File: config.mk
export PLATFORM = sky130hd
export DESIGN_NAME = instr_fetch_buffer_flat
export DESIGN_NICKNAME = d
export VERILOG_FILES = /design/src/rtl/ifb_pkg.sv /design/src/rtl/instr_fetch_buffer_if.sv /design/src/rtl/ifb_fifo.sv /design/src/rtl/instr_fetch_buffer.sv /design/src/flat_wrapper.sv
export SDC_FILE = /design/constraint.sdc
export NUM_CORES = 1
export LEC_CHECK = 0
export CAP_MARGIN = 10
export CORE_ASPECT_RATIO = 2
export CORE_UTILIZATION = 50
export CTS_BUF_LIST = sky130_fd_sc_hd__clkbuf_4 sky130_fd_sc_hd__clkbuf_8
export CTS_CLUSTER_SIZE = 25
export DETAILED_ROUTE_END_ITERATION = 10
export PLACE_DENSITY = 0.73
export REMOVE_ABC_BUFFERS = 1
export SLEW_MARGIN = 25
export SYNTH_ARGS = -nofsm -noshare
export SYNTH_HDL_FRONTEND = slang
export SYNTH_SLANG_ARGS = --single-unit
File: constraint.sdc
create_clock -name clk -period 4.05 [get_ports clk]
set_input_delay 0.405 -clock clk [delete_from_list [all_inputs] [get_ports clk]]
set_output_delay 0.405 -clock clk [all_outputs]
set_load 0.01 [all_outputs]
File: src/rtl/ifb_pkg.sv
// Shared constants for the instruction fetch buffer.
//   ST_IDLE / ST_WAIT / ST_DRAIN : fetch FSM state encoding
//   DEF_I_ADDR_W, DEF_DEPTH      : default instruction byte-address width and buffer depth
//   PC_INC                       : fetch address step (one 32-bit word)
//   INST_W                       : instruction word width
package ifb_pkg;

  localparam logic [1:0] ST_IDLE  = 2'd0;  // no request on the bus
  localparam logic [1:0] ST_WAIT  = 2'd1;  // request at fetch_pc, data will be kept
  localparam logic [1:0] ST_DRAIN = 2'd2;  // stale request in flight, data will be dropped

  localparam int DEF_I_ADDR_W = 6;
  localparam int DEF_DEPTH    = 4;
  localparam int PC_INC       = 4;
  localparam int INST_W       = 32;

endpackage

File: src/rtl/instr_fetch_buffer_if.sv
// Bus bundle of the instruction fetch buffer.
//   imem_req/imem_addr/imem_ack/imem_rdata : instruction-memory read channel
//   inst_valid/inst_ready/inst_data/inst_pc : valid/ready instruction stream to the datapath
// master = fetch buffer side, slave = memory + datapath side.
interface instr_fetch_buffer_if
  import ifb_pkg::*;
#(
  parameter int I_ADDR_W = DEF_I_ADDR_W
);

  logic                imem_req;
  logic [I_ADDR_W-1:0] imem_addr;
  logic                imem_ack;
  logic [INST_W-1:0]   imem_rdata;

  logic                inst_valid;
  logic                inst_ready;
  logic [INST_W-1:0]   inst_data;
  logic [I_ADDR_W-1:0] inst_pc;

  modport master (
    output imem_req, imem_addr, inst_valid, inst_data, inst_pc,
    input  imem_ack, imem_rdata, inst_ready
  );

  modport slave (
    input  imem_req, imem_addr, inst_valid, inst_data, inst_pc,
    output imem_ack, imem_rdata, inst_ready
  );

endinterface

File: src/rtl/ifb_fifo.sv
// Circular buffer holding fetched {instruction, pc} entries.
//   push/wdata : append an entry (ignored when full or flushing)
//   pop        : drop the oldest entry (ignored when empty or flushing)
//   flush      : empty the buffer, takes priority over push/pop
//   rdata      : oldest entry, forced to 0 while empty
//   count      : number of valid entries, 0..DEPTH
module ifb_fifo #(
  parameter int DEPTH = 4,
  parameter int W     = 38
) (
  input  logic                     clk,
  input  logic                     reset,
  input  logic                     push,
  input  logic                     pop,
  input  logic                     flush,
  input  logic [W-1:0]             wdata,
  output logic [W-1:0]             rdata,
  output logic [$clog2(DEPTH):0]   count
);

  localparam int PW = $clog2(DEPTH);
  localparam int CW = PW + 1;

  logic [W-1:0]  mem [DEPTH];
  logic [PW-1:0] head_q, head_d;
  logic [PW-1:0] tail_q, tail_d;
  logic [CW-1:0] count_q, count_d;
  logic          do_push, do_pop;

  always_comb begin
    // NOTE: every output of this block gets a default first, so no path leaves one unassigned and no latch is inferred.
    head_d  = head_q;
    tail_d  = tail_q;
    count_d = count_q;
    do_push = push && !flush && (count_q != CW'(DEPTH));
    do_pop  = pop  && !flush && (count_q != '0);
    if (flush) begin
      head_d  = '0;
      tail_d  = '0;
      count_d = '0;
    end else begin
      // Pointers are PW bits wide and DEPTH is a power of two, so +1 wraps modulo DEPTH.
      if (do_push) tail_d = tail_q + 1'b1;
      if (do_pop)  head_d = head_q + 1'b1;
      count_d = count_q + CW'(do_push) - CW'(do_pop);
    end
  end

  // NOTE: state registers use non-blocking assignment so every flop samples pre-edge values.
  always_ff @(posedge clk or negedge reset) begin
    if (!reset) begin
      head_q  <= '0;
      tail_q  <= '0;
      count_q <= '0;
    end else begin
      head_q  <= head_d;
      tail_q  <= tail_d;
      count_q <= count_d;
    end
  end

  // NOTE: the storage array has no reset; an entry is never observed before it is written because rdata is gated by count.
  always_ff @(posedge clk) begin
    if (do_push) mem[tail_q] <= wdata;
  end

  assign rdata = (count_q != '0) ? mem[head_q] : '0;
  assign count = count_q;

endmodule

File: src/rtl/instr_fetch_buffer.sv
// Instruction fetch buffer: issues one instruction-memory read at a time,
// buffers returned words with their pc, and streams them to the datapath.
//   clk, reset       : clock, asynchronous active-low reset
//   redirect(_pc)    : taken branch/jump; discards buffered words and restarts fetch
//   bus (master)     : imem request channel and inst valid/ready stream
//   fifo_count       : number of buffered entries
// A request is only issued while a buffer slot is free for its data, so a push
// never meets a full buffer. A redirect while a request is in flight without an
// ack parks the old address in DRAIN until the memory answers, then drops that word.
module instr_fetch_buffer
  import ifb_pkg::*;
#(
  parameter int I_ADDR_W = DEF_I_ADDR_W,
  parameter int DEPTH    = DEF_DEPTH
) (
  input  logic                    clk,
  input  logic                    reset,
  input  logic                    redirect,
  input  logic [I_ADDR_W-1:0]     redirect_pc,
  instr_fetch_buffer_if.master    bus,
  output logic [$clog2(DEPTH):0]  fifo_count
);

  localparam int CW = $clog2(DEPTH) + 1;
  localparam int W  = INST_W + I_ADDR_W;

  logic [1:0]          state_q, state_d;
  logic [I_ADDR_W-1:0] fetch_pc_q, fetch_pc_d;
  logic [I_ADDR_W-1:0] drain_addr_q, drain_addr_d;
  logic                push, pop;
  logic [CW-1:0]       count;
  logic [W-1:0]        fifo_rdata;

  assign pop = (count != '0) && bus.inst_ready;

  always_comb begin
    state_d      = state_q;
    fetch_pc_d   = fetch_pc_q;
    drain_addr_d = drain_addr_q;
    push         = 1'b0;
    case (state_q)
      ST_IDLE: begin
        // Nothing outstanding here, so a free slot is simply count < DEPTH.
        if (redirect)                 fetch_pc_d = redirect_pc;
        else if (count < CW'(DEPTH))  state_d    = ST_WAIT;
      end
      ST_WAIT: begin
        if (redirect) begin
          fetch_pc_d = redirect_pc;
          if (!bus.imem_ack) begin
            state_d      = ST_DRAIN;
            drain_addr_d = fetch_pc_q;
          end
        end else if (bus.imem_ack) begin
          push       = 1'b1;
          fetch_pc_d = fetch_pc_q + I_ADDR_W'(PC_INC);
          // The push fills the last slot unless a pop frees one in the same cycle.
          if (!pop && count == CW'(DEPTH - 1)) state_d = ST_IDLE;
        end
      end
      ST_DRAIN: begin
        if (redirect)     fetch_pc_d = redirect_pc;
        if (bus.imem_ack) state_d    = ST_WAIT;
      end
      default: state_d = ST_IDLE;
    endcase
  end

  always_ff @(posedge clk or negedge reset) begin
    if (!reset) begin
      state_q      <= ST_IDLE;
      fetch_pc_q   <= '0;
      drain_addr_q <= '0;
    end else begin
      state_q      <= state_d;
      fetch_pc_q   <= fetch_pc_d;
      drain_addr_q <= drain_addr_d;
    end
  end

  ifb_fifo #(
    .DEPTH (DEPTH),
    .W     (W)
  ) u_fifo (
    .clk   (clk),
    .reset (reset),
    .push  (push),
    .pop   (pop),
    .flush (redirect),
    .wdata ({bus.imem_rdata, fetch_pc_q}),
    .rdata (fifo_rdata),
    .count (count)
  );

  assign bus.imem_req   = (state_q != ST_IDLE);
  assign bus.imem_addr  = (state_q == ST_DRAIN) ? drain_addr_q : fetch_pc_q;
  assign bus.inst_valid = (count != '0);
  assign bus.inst_data  = fifo_rdata[W-1:I_ADDR_W];
  assign bus.inst_pc    = fifo_rdata[I_ADDR_W-1:0];
  assign fifo_count     = count;

endmodule

File: src/flat_wrapper.sv
// flat-port wrapper written by rule: the top's interface ports become plain ports
module instr_fetch_buffer_flat import ifb_pkg::*;
#(
  parameter int I_ADDR_W = DEF_I_ADDR_W,
  parameter int DEPTH    = DEF_DEPTH
)
  (clk, reset, redirect, redirect_pc, fifo_count, bus_imem_req, bus_imem_addr, bus_inst_valid, bus_inst_data, bus_inst_pc, bus_imem_ack, bus_imem_rdata, bus_inst_ready);
  instr_fetch_buffer_if #(.I_ADDR_W(I_ADDR_W)) bus_i ();
  input  logic clk;
  input  logic reset;
  input  logic redirect;
  input  logic [I_ADDR_W-1:0] redirect_pc;
  output logic [$clog2(DEPTH):0] fifo_count;
  output wire logic [$bits(bus_i.imem_req)-1:0] bus_imem_req;
  output wire logic [$bits(bus_i.imem_addr)-1:0] bus_imem_addr;
  output wire logic [$bits(bus_i.inst_valid)-1:0] bus_inst_valid;
  output wire logic [$bits(bus_i.inst_data)-1:0] bus_inst_data;
  output wire logic [$bits(bus_i.inst_pc)-1:0] bus_inst_pc;
  input wire logic [$bits(bus_i.imem_ack)-1:0] bus_imem_ack;
  input wire logic [$bits(bus_i.imem_rdata)-1:0] bus_imem_rdata;
  input wire logic [$bits(bus_i.inst_ready)-1:0] bus_inst_ready;
  assign bus_imem_req = bus_i.imem_req;
  assign bus_imem_addr = bus_i.imem_addr;
  assign bus_inst_valid = bus_i.inst_valid;
  assign bus_inst_data = bus_i.inst_data;
  assign bus_inst_pc = bus_i.inst_pc;
  assign bus_i.imem_ack = bus_imem_ack;
  assign bus_i.imem_rdata = bus_imem_rdata;
  assign bus_i.inst_ready = bus_inst_ready;
  instr_fetch_buffer #(.I_ADDR_W(I_ADDR_W), .DEPTH(DEPTH)) u_core (.clk(clk), .reset(reset), .redirect(redirect), .redirect_pc(redirect_pc), .bus(bus_i), .fifo_count(fifo_count));
endmodule
==> results.yml, run 1 <==
placement:
  placed_cell_area_mm2: 0.008087
  place.gp.congestion: 0.8169
  dp_hpwl_mm: 7.967
  port_buffers: 91
  dpl_worst_slack_ns: 1.091
setup_path:
  cp-end-kind: "primary output"
  worstRegToRegCells: 9
  rrSetupSlack_ns: 1.77
  crit_path_start: "u_core.u_fifo.head_q[0]$_DFFE_PN0P_"
  r2r-start: "u_core.u_fifo.count[2]$_DFF_PN0_"
  cp.depth: 4
  cp_slowest_stage_delay_ns: 0.77
  cpMaxStageDelayCell: "dfrtp_2"
  start_kind: "register"
  critPathCapture: "bus_inst_data[0]"
  cp_data_arrival_time_ns: 2.70
  worstReg2RegEnd: "u_core.u_fifo.count[2]$_DFF_PN0_"
  crit_buf_inv: 2
  cp_cell_sequence: "buf_12 > mux4_2 > nor2b_1 > clkdlybuf4s50_1"
  crit_family: "buffers and inverters"
  crit_type: "reg2out"
  critPathRequiredTime_ns: 3.64
  critPathMaxFanout: 23
layout:
  final_common_cell: "edfxtp_1"
  final_util_pct: 62.73
  fin_nets: 507
  diodes: 0
  area_growth_pct: 21.64
  drive_gt1_share_pct: 22.17
  mostFrequentLayoutCells: "edfxtp_1, clkdlybuf4s50_1, nor2b_1"
  nFillCells: 978
  fin_area_mm2: 0.008524
synth:
  syn_avg_cell_area_um2: 19.47
  ys_seq_area_share_pct: 72.63
  synthArstFlopShare_pct: 12.14
  synth_cells: 360
  syn_area_mm2: 0.007008
  synth.yosys.warnings: 0
  ys_seq_elements: 173
  synth-main-ff-cell: "edfxtp_1"
  synth_edf_count: 152
  synth_cell_types: 41
grt:
  grt_util_met1_pct: 19.70
  antenna_found_initial: 0
  grt_max_degree: 40
  grt_pass1_wl_mm: 19.27
  grtUsageTotal_pct: 18.17
  grt.met2_usage_pct: 33.18
  grtUsageMet3_pct: 4.280
  globalRouteOverflowTotal: 0
  top_usage_layer: "met2"
  grt_pass1_vias: 3797
sta:
  skew_ns: 0.01095
  setup_viol: 0
  worst_slack_ns: 0.9451
  finalHoldViolCount: 0
  min_period_ns: 3.105
  fin_crit_sh_pct: 76.66
  worstMarginPinSlew_ns: 0.9789
  fin_tns_setup_ns: 0
  slew_viol_final: 0
  slew-limit-headroom_pct: 34.74
  grt_setup_unrepaired: "no"
  max_freq_ghz: 0.3221
clock_tree:
  cts_sinks: 173
  clk_latency_ns: 0.43
  root_buffer: "clkbuf_8"
  tritoncts: "yes"
  htree_levels: 4
  clk_path_buf_depth: 2
  postCtsSetupRepairBufs: 0
  numCtsBuffers: 17
  cts.clk_slew.worst_paths_ns: 0.10
die:
  pin_count: 92
  die_h_um: 169.4
  initial_core_util_pct: 51.57
  fp.dieW_um: 85.72
  rows: 60
  core_area_mm2: 0.01359
  dieArea_mm2: 0.01452
route:
  wl_mm: 12.14
  drtPass1Iterations: 4
  ant_nets: 0
  vias: 3491
  drt-initial-drc-count: 169
  wl_per_cell_um: 18.53
  drc: 0
  avgViaCountPerCell: 5.330
power:
  p_per_area_mw_per_mm2: 589.2
  total_power_mw: 5.023
  peakVddDrop_mv: 0.4588
  p_leak_nw: 2.775
run:
  maxCapViolations: 0
min_path:
  hold_path_class: "in2async"
run_status:
  status: "completed"
==> timing repair <==
| action | 4_1_cts | 5_1_grt |
|---|---|---|
| hold buffers | 0 | 1 |
| gates resized for setup | 0 | 0 |
| hold endpoints to repair | 0 | 21 |
==> kinds of logic after synthesis <==
group                      after synthesis  synth area share [%]
muxes                                   55                 14.91
AOI/OAI and AO/OA                       17                 1.625
buffers and inverters                   28                 2.160
adders and majority gates                8                 1.535
DFF                                    173                 72.63
xor gates and xnor gates                 4                0.5000
and+or+nand+nor                         75                 6.642
==> metal layers <==
layer	share of wire, %	vias up
li1	-	1604
met1	36	1785
met2	58	92
met3	3.8	10
met4	2.1	0
met5	0	-
==> how the worst min path moves through the flow <==
stage                                                  start                                 end
after global routing                                   reset    u_core.u_fifo.count[0]$_DFF_PN0_
after global placement    u_core.drain_addr_q[3]$_DFFE_PN0P_  u_core.drain_addr_q[3]$_DFFE_PN0P_
after floorplan                                        reset  u_core.drain_addr_q[0]$_DFFE_PN0P_
after CTS                 u_core.drain_addr_q[5]$_DFFE_PN0P_  u_core.drain_addr_q[5]$_DFFE_PN0P_
after detailed placement  u_core.drain_addr_q[4]$_DFFE_PN0P_  u_core.drain_addr_q[4]$_DFFE_PN0P_
final                                                  reset  u_core.drain_addr_q[2]$_DFFE_PN0P_
==> area by class of cell <==
| class | instances | area (um^2) | share of cell area, % |
|---|---|---|---|
| Inverter | 8 | 30.03 | 0.3523 |
| Sequential cell | 173 | 5092 | 59.74 |
| Clock inverter | 15 | 171.4 | 2.011 |
| Timing Repair Buffer | 97 | 985.9 | 11.57 |
| Tap cell | 186 | 232.7 | 2.730 |
| Multi-Input combinational cell | 159 | 1778 | 20.86 |
| Clock buffer | 17 | 234.0 | 2.745 |
==> power by group <==
part / leakage, nW / internal [mW] / switching, mW
Sequential: 1.63 / 2.10 / 0.191
Combinational: 0.944 / 0.915 / 0.630
Clock: 0.204 / 0.522 / 0.661
==> flip-flops by register name, summed over array words and instances (netlist names) <==
signal	flops
u_core.u_fifo.count	3
u_core.u_fifo.tail_q	2
u_core.fetch_pc_q	6
u_core.state_q	2
u_core.drain_addr_q	6
u_core.u_fifo.head_q	2
u_core.u_fifo.mem	152
==> metrics by stage <==
stage | hold WS, ns | instances
final | 0.4751 | 655
after global routing | 0.4940 | 655
after CTS | 0.5173 | 653
after detailed placement | 0.4943 | 621
after global placement | 0.4830 | 621
after floorplan | 0.1094 | 340
==> Yosys cell counts (all sizes together) (4+ instances only) <==
cell    count  area share, %
a21oi       7           0.55
and3        5           0.45
buf        13            1.3
clkbuf      7           0.41
dfrtp      21            7.5
edfxtp    152             65
ha          7            1.2
inv         8           0.43
mux2       15            2.4
mux4       38             12
nand3b      4           0.43
nor2        8           0.46
nor2b      42            3.7
Note: power is estimated with default switching activity, not from simulation.
==> run 2, diff against run 1 <==
--- a/config.mk
+++ b/config.mk
@@ -11,7 +11,7 @@
 export CTS_BUF_LIST = sky130_fd_sc_hd__clkbuf_4 sky130_fd_sc_hd__clkbuf_8
 export CTS_CLUSTER_SIZE = 25
 export DETAILED_ROUTE_END_ITERATION = 10
-export PLACE_DENSITY = 0.73
+export PLACE_DENSITY = 0.76
 export REMOVE_ABC_BUFFERS = 1
 export SLEW_MARGIN = 25
 export SYNTH_ARGS = -nofsm -noshare
==> constraint.sdc (replaced) <==
create_clock -name clk -period 2.6 [get_ports clk]
set_input_delay 0.26 -clock clk [delete_from_list [all_inputs] [get_ports clk]]
set_output_delay 0.26 -clock clk [all_outputs]
set_load 0.01 [all_outputs]
==> run 2 against run 1 <==
Net effect: die area unchanged; cell count increased by 2.0%; hold slack got worse by 0.34 ns; sequential power increased by 52%; total power increased by 56%; first-iteration DRC count increased by 12%; global-route usage increased by 1.0 points; register-to-register slack got worse by 1.4 ns; via count increased by 3.3%; utilization increased by 0.87 points; largest cell class unchanged; highest routed layer unchanged.
==> results.yml, run 2 (synthesized netlist as in run 1, its figures left out) <==
layout:
  mostFrequentLayoutCells: "edfxtp_1, clkdlybuf4s50_1, nor2b_1"
  drive_gt1_share_pct: 24.12
  largest_reg_flops: 152
  final_common_cell: "edfxtp_1"
  nFillCells: 968
  top_register: "u_core.u_fifo.mem"
  area_growth_pct: 23.34
  top_regs: "u_core.u_fifo.mem x152, u_core.drain_addr_q x6, u_core.fetch_pc_q x6"
  fin_nets: 519
die:
  die_h_um: 169.4
  pin_count: 92
  dieArea_mm2: 0.01452
  initial_core_util_pct: 51.57
  rows: 60
  fp.dieW_um: 85.72
  core_area_mm2: 0.01359
setup_path:
  critPathMaxFanout: 13
  cp_data_arrival_time_ns: 2.26
  crit_type: "reg2out"
  cp.depth: 4
  crit_buf_inv: 2
  crit_family: "buffers and inverters"
  cp-end-kind: "primary output"
  cp_slowest_stage_delay_ns: 0.54
  critPathRequiredTime_ns: 2.34
  start_kind: "register"
  rrSetupSlack_ns: 0.33
  cpMaxStageDelayCell: "mux4_2"
  worstRegToRegCells: 9
  cp_cell_sequence: "buf_12 > mux4_2 > nor2b_1 > clkdlybuf4s50_1"
clock_tree:
  cts_sinks: 173
  clk_latency_ns: 0.46
  clk_path_buf_depth: 2
  holdBufCountCts: 0
  cts.clk_slew.worst_paths_ns: 0.10
  numCtsBuffers: 17
  root_buffer: "clkbuf_8"
  tritoncts: "yes"
  htree_levels: 4
sta:
  fin_tns_setup_ns: 0
  slew-limit-headroom_pct: 67.61
  max_freq_ghz: 0.3969
  slew_viol_final: 0
  worstMarginPinSlew_ns: 0.4797
  finalHoldViolCount: 0
  skew_ns: 0.01455
  worst_slack_ns: 0.08057
  grt_setup_unrepaired: "no"
  fin_crit_sh_pct: 96.90
  setup_viol: 0
  min_period_ns: 2.519
grt:
  grt_pass1_wl_mm: 20.16
  grt_max_degree: 39
  grt_pass1_vias: 3862
  antenna_found_initial: 1
  globalRouteOverflowTotal: 0
  grtUsageTotal_pct: 19.20
run:
  maxCapViolations: 0
power:
  p_leak_nw: 2.951
  total_power_mw: 7.849
  p_per_area_mw_per_mm2: 908.1
  peakVddDrop_mv: 0.6526
route:
  wl_mm: 12.88
  wl_per_cell_um: 19.28
  ant_nets: 0
  avgViaCountPerCell: 5.398
  drc: 0
  drt-initial-drc-count: 190
  vias: 3606
  drtPass1Iterations: 6
min_path:
  hold_path_class: "in2async"
placement:
  dpl_worst_slack_ns: 0.2257
  port_buffers: 91
  place.gp.congestion: 0.7864
  dp_hpwl_mm: 8.473
run_status:
  status: "completed"
run 2: cell count changes in the layout (fill, tap and decap cells not counted), moves of 6 or more:
cell	before	now
dlygate4sd2_1	0	25
clkdlybuf4s50_1	90	66
buf_4	3	11
buf_12	1	7
run 2: final timing paths:
check / startpoint / to
setup / recovery: u_core.u_fifo.head_q[0]$_DFFE_PN0P_ / bus_inst_data[19]
hold / removal: reset / u_core.u_fifo.count[0]$_DFF_PN0_
setup reg to reg: u_core.u_fifo.count[2]$_DFF_PN0_ / u_core.u_fifo.count[2]$_DFF_PN0_
hold reg to reg: u_core.drain_addr_q[3]$_DFFE_PN0P_ / u_core.drain_addr_q[3]$_DFFE_PN0P_
max in group asynchronous: reset / u_core.u_fifo.head_q[1]$_DFFE_PN0P_
min in group clk: bus_imem_rdata[11] / u_core.u_fifo.mem[0][17]$_DFFE_PP_
run 2: area by class of cell:
type	instances	area, um^2	area share, %
Sequential cell	173	5092	58.92
Multi-Input combinational cell	159	1778	20.57
Timing Repair Buffer	109	1102	12.75
Clock buffer	17	234.0	2.707
Tap cell	186	232.7	2.693
Clock inverter	15	171.4	1.983
Inverter	8	30.03	0.3474
Antenna cell	1	2.502	0.02895
run 2: where the power goes:
group          switching, mW  total [mW]  internal (mW)
clock                   1.04        1.85          0.812
combinational           1.14        2.53           1.39
sequential             0.189        3.47           3.28
run 2: timing repair:
item,in CTS,in global routing
endpoints found under the setup margin,31,13
resized for setup,27,1
setup buffers,0,2
run 2: per-layer routing:
metal  up-vias  part of all wire (%)  GRT usage, %
met1      1852                    36         20.55
met5         -                     0             0
met2       103                    58         35.62
met4         0                   2.2         7.826
li1       1636                     -             -
met3        15                   4.0         4.572
run 2: through the flow:
stage	utilization [%]	instance area [um^2]	std cells	hold WS, ns
floorplan	-	6887	340	-0.03559
global placement	60.64	8239	633	0.4842
detailed placement	60.64	8239	633	0.4947
CTS	63.44	8621	665	0.1267
global route	63.61	8643	668	0.1556
finish	63.61	8643	668	0.1391
==> run 3, diff against run 2 <==
--- a/config.mk
+++ b/config.mk
@@ -9,7 +9,7 @@
 export CORE_ASPECT_RATIO = 2
 export CORE_UTILIZATION = 50
 export CTS_BUF_LIST = sky130_fd_sc_hd__clkbuf_4 sky130_fd_sc_hd__clkbuf_8
-export CTS_CLUSTER_SIZE = 25
+export CTS_CLUSTER_SIZE = 24
 export DETAILED_ROUTE_END_ITERATION = 10
 export PLACE_DENSITY = 0.76
 export REMOVE_ABC_BUFFERS = 1
==> results of run 3 <==
Same layout as run 2: the final DEF is identical, and so are final timing and power.
